## config.mk

```make
export PLATFORM = sky130hd
export DESIGN_NAME = sys_ctrl_cmd_decoder_flat
export DESIGN_NICKNAME = d
export VERILOG_FILES = /design/src/rtl/sys_ctrl_cmd_decoder_if.sv /design/src/rtl/sys_ctrl_cmd_decoder.sv /design/src/flat_wrapper.sv
export SDC_FILE = /design/constraint.sdc
export NUM_CORES = 1
export LEC_CHECK = 0
export BUFFER_PORTS_ARGS = -buffer_cell sky130_fd_sc_hd__buf_2
export CORE_MARGIN = 2
export CORE_UTILIZATION = 33
export DETAILED_ROUTE_END_ITERATION = 10
export PLACE_DENSITY_LB_ADDON = 0.1
export SETUP_SLACK_MARGIN = 0.4
export SLEW_MARGIN = 15
export SYNTH_ARGS = -nofsm -noshare
export SYNTH_HDL_FRONTEND = slang
export SYNTH_SLANG_ARGS = --single-unit
```

## constraint.sdc

```tcl
create_clock -name CLK -period 1.51 [get_ports CLK]
set_input_delay 0.302 -clock CLK [delete_from_list [all_inputs] [get_ports CLK]]
set_output_delay 0.302 -clock CLK [all_outputs]
set_load 0.05 [all_outputs]
```

## src/rtl/sys_ctrl_cmd_decoder_if.sv

```systemverilog
// rtl/sys_ctrl_cmd_decoder_if.sv - RX byte stream and register/ALU control bundle of the command decoder
interface sys_ctrl_cmd_decoder_if #(
  parameter int DATA_WIDTH = 8,
  parameter int ADDR_WIDTH = 4,
  parameter int FUN_WIDTH  = 4
) ();
  logic [DATA_WIDTH-1:0] RX_P_DATA;
  logic                  RX_D_VLD;
  logic                  RX_ERR;
  logic                  WrEn;
  logic                  RdEn;
  logic [ADDR_WIDTH-1:0] Address;
  logic [DATA_WIDTH-1:0] WrData;
  logic                  ALU_EN;
  logic [FUN_WIDTH-1:0]  ALU_FUN;
  logic                  CLK_GATE_EN;
  logic                  BUSY;
  logic                  CMD_ERR;
  logic                  TIMEOUT;

  modport master (
    output RX_P_DATA, RX_D_VLD, RX_ERR,
    input  WrEn, RdEn, Address, WrData, ALU_EN, ALU_FUN, CLK_GATE_EN, BUSY, CMD_ERR, TIMEOUT
  );

  modport slave (
    input  RX_P_DATA, RX_D_VLD, RX_ERR,
    output WrEn, RdEn, Address, WrData, ALU_EN, ALU_FUN, CLK_GATE_EN, BUSY, CMD_ERR, TIMEOUT
  );
endinterface

```

## src/rtl/sys_ctrl_cmd_decoder.sv

```systemverilog
// rtl/sys_ctrl_cmd_decoder.sv - UART RX command parser driving register-file and ALU strobes
// Optional inter-byte timeout enabled by defining SYS_CTRL_TIMEOUT_EN.
module sys_ctrl_cmd_decoder #(
  parameter int DATA_WIDTH     = 8,
  parameter int ADDR_WIDTH     = 4,
  parameter int FUN_WIDTH      = 4,
  parameter int TIMEOUT_CYCLES = 4096
) (
  input logic                   CLK,
  input logic                   RST,
  sys_ctrl_cmd_decoder_if.slave bus
);
  typedef enum logic [2:0] {
    IDLE, WR_ADDR, WR_DATA, RD_ADDR, ALU_A, ALU_B, ALU_FUN_S
  } state_t;

  localparam logic [DATA_WIDTH-1:0] OP_WRITE   = DATA_WIDTH'(8'hAA);
  localparam logic [DATA_WIDTH-1:0] OP_READ    = DATA_WIDTH'(8'hBB);
  localparam logic [DATA_WIDTH-1:0] OP_ALU_OPS = DATA_WIDTH'(8'hCC);
  localparam logic [DATA_WIDTH-1:0] OP_ALU     = DATA_WIDTH'(8'hDD);

  state_t                r_state;
  logic                  r_wr_en, r_rd_en, r_alu_en, r_gate, r_busy, r_cmd_err;
  logic [ADDR_WIDTH-1:0] r_addr, r_wr_addr;
  logic [DATA_WIDTH-1:0] r_wdata;
  logic [FUN_WIDTH-1:0]  r_alu_fun;
  logic [DATA_WIDTH-1:0] w_byte;

  assign w_byte = bus.RX_P_DATA;

`ifdef SYS_CTRL_TIMEOUT_EN
  localparam int TMO_W = (TIMEOUT_CYCLES > 1) ? $clog2(TIMEOUT_CYCLES) : 1;
  localparam logic [TMO_W-1:0] TMO_LAST = TMO_W'(TIMEOUT_CYCLES - 1);
  logic [TMO_W-1:0] r_tmo_cnt;
  logic             r_timeout;
  assign bus.TIMEOUT = r_timeout;
`else
  // Constant 0 in this build; the comparison only keeps the shared parameter referenced.
  assign bus.TIMEOUT = (TIMEOUT_CYCLES < 0);
`endif

  always_ff @(posedge CLK) begin
    if (RST) begin
      r_state   <= IDLE;
      r_wr_en   <= 1'b0;
      r_rd_en   <= 1'b0;
      r_alu_en  <= 1'b0;
      r_gate    <= 1'b0;
      r_busy    <= 1'b0;
      r_cmd_err <= 1'b0;
      r_addr    <= '0;
      r_wr_addr <= '0;
      r_wdata   <= '0;
      r_alu_fun <= '0;
`ifdef SYS_CTRL_TIMEOUT_EN
      r_tmo_cnt <= '0;
      r_timeout <= 1'b0;
`endif
    end else begin
      r_wr_en   <= 1'b0;
      r_rd_en   <= 1'b0;
      r_alu_en  <= 1'b0;
      r_cmd_err <= 1'b0;
      // Gate stays up while waiting for the function byte; branches below override.
      r_gate    <= (r_state == ALU_FUN_S);
`ifdef SYS_CTRL_TIMEOUT_EN
      r_timeout <= 1'b0;
`endif
      if (bus.RX_D_VLD) begin
`ifdef SYS_CTRL_TIMEOUT_EN
        r_tmo_cnt <= '0;
`endif
        if (bus.RX_ERR) begin
          r_state   <= IDLE;
          r_busy    <= 1'b0;
          r_gate    <= 1'b0;
          r_cmd_err <= 1'b1;
        end else begin
          case (r_state)
            IDLE: begin
              case (w_byte)
                OP_WRITE:   begin r_state <= WR_ADDR;   r_busy <= 1'b1; end
                OP_READ:    begin r_state <= RD_ADDR;   r_busy <= 1'b1; end
                OP_ALU_OPS: begin r_state <= ALU_A;     r_busy <= 1'b1; end
                OP_ALU:     begin r_state <= ALU_FUN_S; r_busy <= 1'b1; r_gate <= 1'b1; end
                default:    r_cmd_err <= 1'b1;
              endcase
            end
            WR_ADDR: begin
              r_wr_addr <= w_byte[ADDR_WIDTH-1:0];
              r_state   <= WR_DATA;
            end
            WR_DATA: begin
              r_wr_en <= 1'b1;
              r_addr  <= r_wr_addr;
              r_wdata <= w_byte;
              r_state <= IDLE;
              r_busy  <= 1'b0;
            end
            RD_ADDR: begin
              r_rd_en <= 1'b1;
              r_addr  <= w_byte[ADDR_WIDTH-1:0];
              r_state <= IDLE;
              r_busy  <= 1'b0;
            end
            ALU_A: begin
              r_wr_en <= 1'b1;
              r_addr  <= '0;
              r_wdata <= w_byte;
              r_state <= ALU_B;
            end
            ALU_B: begin
              r_wr_en <= 1'b1;
              r_addr  <= ADDR_WIDTH'(1);
              r_wdata <= w_byte;
              r_state <= ALU_FUN_S;
              r_gate  <= 1'b1;
            end
            ALU_FUN_S: begin
              r_alu_en  <= 1'b1;
              r_alu_fun <= w_byte[FUN_WIDTH-1:0];
              r_state   <= IDLE;
              r_busy    <= 1'b0;
              r_gate    <= 1'b1;
            end
            default: begin
              r_state <= IDLE;
              r_busy  <= 1'b0;
            end
          endcase
        end
      end
`ifdef SYS_CTRL_TIMEOUT_EN
      else if (r_state != IDLE) begin
        if (r_tmo_cnt == TMO_LAST) begin
          r_state   <= IDLE;
          r_busy    <= 1'b0;
          r_gate    <= 1'b0;
          r_timeout <= 1'b1;
          r_tmo_cnt <= '0;
        end else begin
          r_tmo_cnt <= r_tmo_cnt + 1'b1;
        end
      end
`endif
    end
  end

  assign bus.WrEn        = r_wr_en;
  assign bus.RdEn        = r_rd_en;
  assign bus.Address     = r_addr;
  assign bus.WrData      = r_wdata;
  assign bus.ALU_EN      = r_alu_en;
  assign bus.ALU_FUN     = r_alu_fun;
  assign bus.CLK_GATE_EN = r_gate;
  assign bus.BUSY        = r_busy;
  assign bus.CMD_ERR     = r_cmd_err;
endmodule

```

## src/flat_wrapper.sv

```systemverilog
// flat-port wrapper written by rule: the top's interface ports become plain ports
module sys_ctrl_cmd_decoder_flat 
#(
  parameter int DATA_WIDTH     = 8,
  parameter int ADDR_WIDTH     = 4,
  parameter int FUN_WIDTH      = 4,
  parameter int TIMEOUT_CYCLES = 4096
)
  (CLK, RST, bus_RX_P_DATA, bus_RX_D_VLD, bus_RX_ERR, bus_WrEn, bus_RdEn, bus_Address, bus_WrData, bus_ALU_EN, bus_ALU_FUN, bus_CLK_GATE_EN, bus_BUSY, bus_CMD_ERR, bus_TIMEOUT);
  sys_ctrl_cmd_decoder_if #(.DATA_WIDTH(DATA_WIDTH), .ADDR_WIDTH(ADDR_WIDTH), .FUN_WIDTH(FUN_WIDTH)) bus_i ();
  input logic CLK;
  input logic RST;
  input wire logic [$bits(bus_i.RX_P_DATA)-1:0] bus_RX_P_DATA;
  input wire logic [$bits(bus_i.RX_D_VLD)-1:0] bus_RX_D_VLD;
  input wire logic [$bits(bus_i.RX_ERR)-1:0] bus_RX_ERR;
  output wire logic [$bits(bus_i.WrEn)-1:0] bus_WrEn;
  output wire logic [$bits(bus_i.RdEn)-1:0] bus_RdEn;
  output wire logic [$bits(bus_i.Address)-1:0] bus_Address;
  output wire logic [$bits(bus_i.WrData)-1:0] bus_WrData;
  output wire logic [$bits(bus_i.ALU_EN)-1:0] bus_ALU_EN;
  output wire logic [$bits(bus_i.ALU_FUN)-1:0] bus_ALU_FUN;
  output wire logic [$bits(bus_i.CLK_GATE_EN)-1:0] bus_CLK_GATE_EN;
  output wire logic [$bits(bus_i.BUSY)-1:0] bus_BUSY;
  output wire logic [$bits(bus_i.CMD_ERR)-1:0] bus_CMD_ERR;
  output wire logic [$bits(bus_i.TIMEOUT)-1:0] bus_TIMEOUT;
  assign bus_i.RX_P_DATA = bus_RX_P_DATA;
  assign bus_i.RX_D_VLD = bus_RX_D_VLD;
  assign bus_i.RX_ERR = bus_RX_ERR;
  assign bus_WrEn = bus_i.WrEn;
  assign bus_RdEn = bus_i.RdEn;
  assign bus_Address = bus_i.Address;
  assign bus_WrData = bus_i.WrData;
  assign bus_ALU_EN = bus_i.ALU_EN;
  assign bus_ALU_FUN = bus_i.ALU_FUN;
  assign bus_CLK_GATE_EN = bus_i.CLK_GATE_EN;
  assign bus_BUSY = bus_i.BUSY;
  assign bus_CMD_ERR = bus_i.CMD_ERR;
  assign bus_TIMEOUT = bus_i.TIMEOUT;
  sys_ctrl_cmd_decoder #(.DATA_WIDTH(DATA_WIDTH), .ADDR_WIDTH(ADDR_WIDTH), .FUN_WIDTH(FUN_WIDTH), .TIMEOUT_CYCLES(TIMEOUT_CYCLES)) u_core (.CLK(CLK), .RST(RST), .bus(bus_i));
endmodule
```

==> reports/results.ini <==
[grt]
antenna_found_initial = 0
grt_pass1_wl_mm = 5.61
groute.usage.overall_pct = 16.6
grt_pass1_vias = 1162
grt_max_degree = 19
overflow = 0

[route]
drc = 0
dr.pass1.iters = 4
via_count = 1241
ant_nets = 0
routedWlPerCell_um = 14.3
drt_iter0_markers = 49
wl_mm = 3.52
vias_per_cell = 5.07

[sta]
rsz0062_at_grt = true
maxSlewViolCount = 0
min_period_ns = 1.30
finalSetupViolations = 0
fin_crit_sh_pct = 86.3
final.setup.tns_ns = 0
clock.fmax_mhz = 767
skew_ns = 0.00704
final-hold-violation-count = 0

[logic_synthesis]
synthDistinctLibCells = 41
avgSynthCellArea_sq_um = 9.26
ys_seq_area_share_pct = 43.0
synth-adder-area-share_pct = 0
syn_nets = 158
synth_top_family_by_area = simple AND/OR/NAND/NOR gates
synth_top_flop_cell = dfxtp_1
syn_area_sq_mm = 0.00135
ys_ff_latch = 29
yosys.area_share.simple_pct = 20.5
synth_edf_count = 0
yosysWarnings = 0
synth_compound_area_share_pct = 14.4
synthArstFlopShare_pct = 0
syn_inst = 146
muxShareOfSynthArea_pct = 14.9
yosys.area_share.xor_xnor_pct = 0.648

[worst_setup_path]
cpMostUsedCell = buf_6
worstReg2RegStart = u_core.r_state[0]
crit_slowest_cell = dfxtp_4
crit_start = u_core.r_state[0]
startpoint_type = flip-flop
path_max_fanout = 5
critical_path_required_ns = 1.67
crit_arrival_ns = 1.47
crit_path_end_kind = flip-flop
crit_chain = buf_6 -> nor3b_2 -> o21ai_2 -> buf_6 -> mux2i_1 -> nor2_1
cp-endpoint = u_core.bus.WrData[4]
reg2reg_depth = 6
r2r_end = u_core.bus.WrData[4]
critPathKind = flip-flop to flip-flop
reg2reg_slack_ns = 0.21
cpPeakStageDelay_ns = 0.38

[power_and_ir_drop]
cellPowerDensity_mw_per_mm2 = 731
p_leak_nw = 0.948
ir_drop_mv = 0.372

[clock_tree]
ctsRootBufferMaster = clkbuf_8
cts-buffers-inserted = 5
cts_sinks = 29
clock_latency_ns = 0.28
max-clock-path-buffers = 2
cts_tree = built
holdBufCountCts = 0
path_clk_slew_ns = 0.06
cts.htree.levels = 2

[placed_design]
place_area_sq_mm = 0.00165
port-buffer-count = 33
dp_hpwl_mm = 2.44
routabilityCongestion = 0.829

[floorplan]
row_count = 23
die-area_sq_mm = 0.00462
start_util_pct = 34.0
die_y_um = 68.0
dieWidth_um = 68.0
core-area_sq_mm = 0.00397
io_pins = 35

[run]
max_cap_viol_count = 0

[layout]
drive_gt1_share_pct = 54.4
finalCoreUtilization_pct = 53.7
final_nets = 208
antennaDiodeCount = 0
ff_latch_area_sq_um = 612
fin_area_sq_mm = 0.00213
fillers = 373
multi_input_area_sq_um = 841
syn2layout_area_growth_pct = 57.7

[run_status]
status = finished, final reports clean

[min_path]
min_path_type = input port to flip-flop

==> final cells by class <==
cell class | count | area share [%]
clock buffer | 5 | 3.23
clock inverter | 1 | 0.235
inverter | 2 | 0.352
multi-input combinational | 102 | 39.5
sequential | 29 | 28.7
tap | 50 | 2.94
timing repair buffer | 56 | 25.1
==> cell usage after synthesis, types with 2 or more instances <==
library cell   n  share of area, %
a21o_1         2               1.1
a21oi_1        3               1.1
a22oi_1        4               2.2
and2_1         2              0.93
and3_1         2              0.93
buf_2          5               1.9
buf_4          2               1.1
buf_6          2               1.7
clkbuf_1       4               1.1
dfxtp_1       29                43
inv_1          2              0.56
mux2i_1       19                14
nand2_1        8               2.2
nand2b_1       3               1.4
nand4bb_1      2               1.7
nor2_1        25               6.9
nor2b_1        2              0.93
nor3_1         3               1.1
o211ai_1       2               1.1
o31ai_1        4               2.2
==> power by group <==
group          switching, W  total (W)  internal [W]  leakage [nW]
clock network      0.000278   0.000580      0.000302        0.0399
logic              0.000109   0.000202     0.0000931         0.663
registers        0.00000616   0.000775      0.000768         0.245
total              0.000394    0.00156       0.00116         0.948
==> cell families (layout without fill, tap and decap cells) <==
logic type             Yosys count  in the layout
other                            1              1
buffers and inverters           15             64
flip-flops                      29             29
multiplexers                    20             20
AND/OR/NAND/NOR                 54             54
AO/OA/AOI/OAI                   26             26
XOR/XNOR                         1              1
==> state kept, by name, summed over array words and instances, names as in the netlist <==
| name | count |
|---|---|
| u_core.r_state | 3 |
| u_core.bus.ALU_FUN | 4 |
| u_core.bus.CMD_ERR | 1 |
| u_core.bus.CLK_GATE_EN | 1 |
| u_core.bus.ALU_EN | 1 |
| u_core.bus.RdEn | 1 |
| u_core.bus.Address | 4 |
| u_core.r_wr_addr | 4 |
| u_core.bus.BUSY | 1 |
| u_core.bus.WrEn | 1 |
| u_core.bus.WrData | 8 |
==> routing by layer <==
metal	vias to the layer above	track usage (%)	wire, um
li1	610	-	-
met1	593	21.8	1650
met2	31	24.8	1640
met3	7	5.92	177
met4	0	6.75	53
met5	-	0	0
==> cell usage in the layout (no fill, tap or decap), types with 3 or more instances in the layout <==
master    instances
o31ai_2           3
nor2_1           23
dfxtp_4           3
dfxtp_2          16
clkbuf_8          5
nor3_1            3
buf_2             9
buf_8             3
dfxtp_1          10
buf_4            16
a21oi_1           3
mux2i_2           3
buf_6            27
nand2_1           8
a22oi_1           4
mux2i_1          16
==> metrics by stage <==
step                worst slack, ns  total power (W)  cells  hold slack, ns
floorplan                     0.169         0.000896    146           0.446
global placement            0.00703         0.000947    230           0.445
detailed placement           0.0131         0.000948    230           0.444
CTS                           0.209          0.00155    242           0.287
global route                  0.153          0.00163    245           0.304
finish                        0.207          0.00156    245           0.287
==> worst max-delay path, delay by kind of cell, from the launching register on <==
kind                   cells  cell delay [ns]
AO/OA/AOI/OAI              1             0.23
buffers and inverters      2             0.30
flip-flops                 1             0.38
multiplexers               1             0.19
AND/OR/NAND/NOR            2             0.10
==> worst min path at each step <==
stage	slack, ns	from	to	cells after the start
CTS	0.29	bus_RX_P_DATA[7]	u_core.bus.WrData[7]	3
global placement	0.44	u_core.bus.BUSY	u_core.bus.BUSY	2
floorplan	0.45	bus_RX_P_DATA[1]	u_core.bus.WrData[1]	2
detailed placement	0.44	u_core.bus.BUSY	u_core.bus.BUSY	2
global route	0.30	bus_RX_P_DATA[7]	u_core.bus.WrData[7]	3
finish	0.29	bus_RX_P_DATA[5]	u_core.bus.WrData[5]	3
==> what timing repair did <==
item | 4_1_cts | 5_1_grt
gates resized for setup | 62 | 37
buffers inserted | 6 | 3
cloned | 0 | 0
setup endpoints to repair | 49 | 45
pin swaps | 10 | 17
Power figures use the tool's default switching activity.
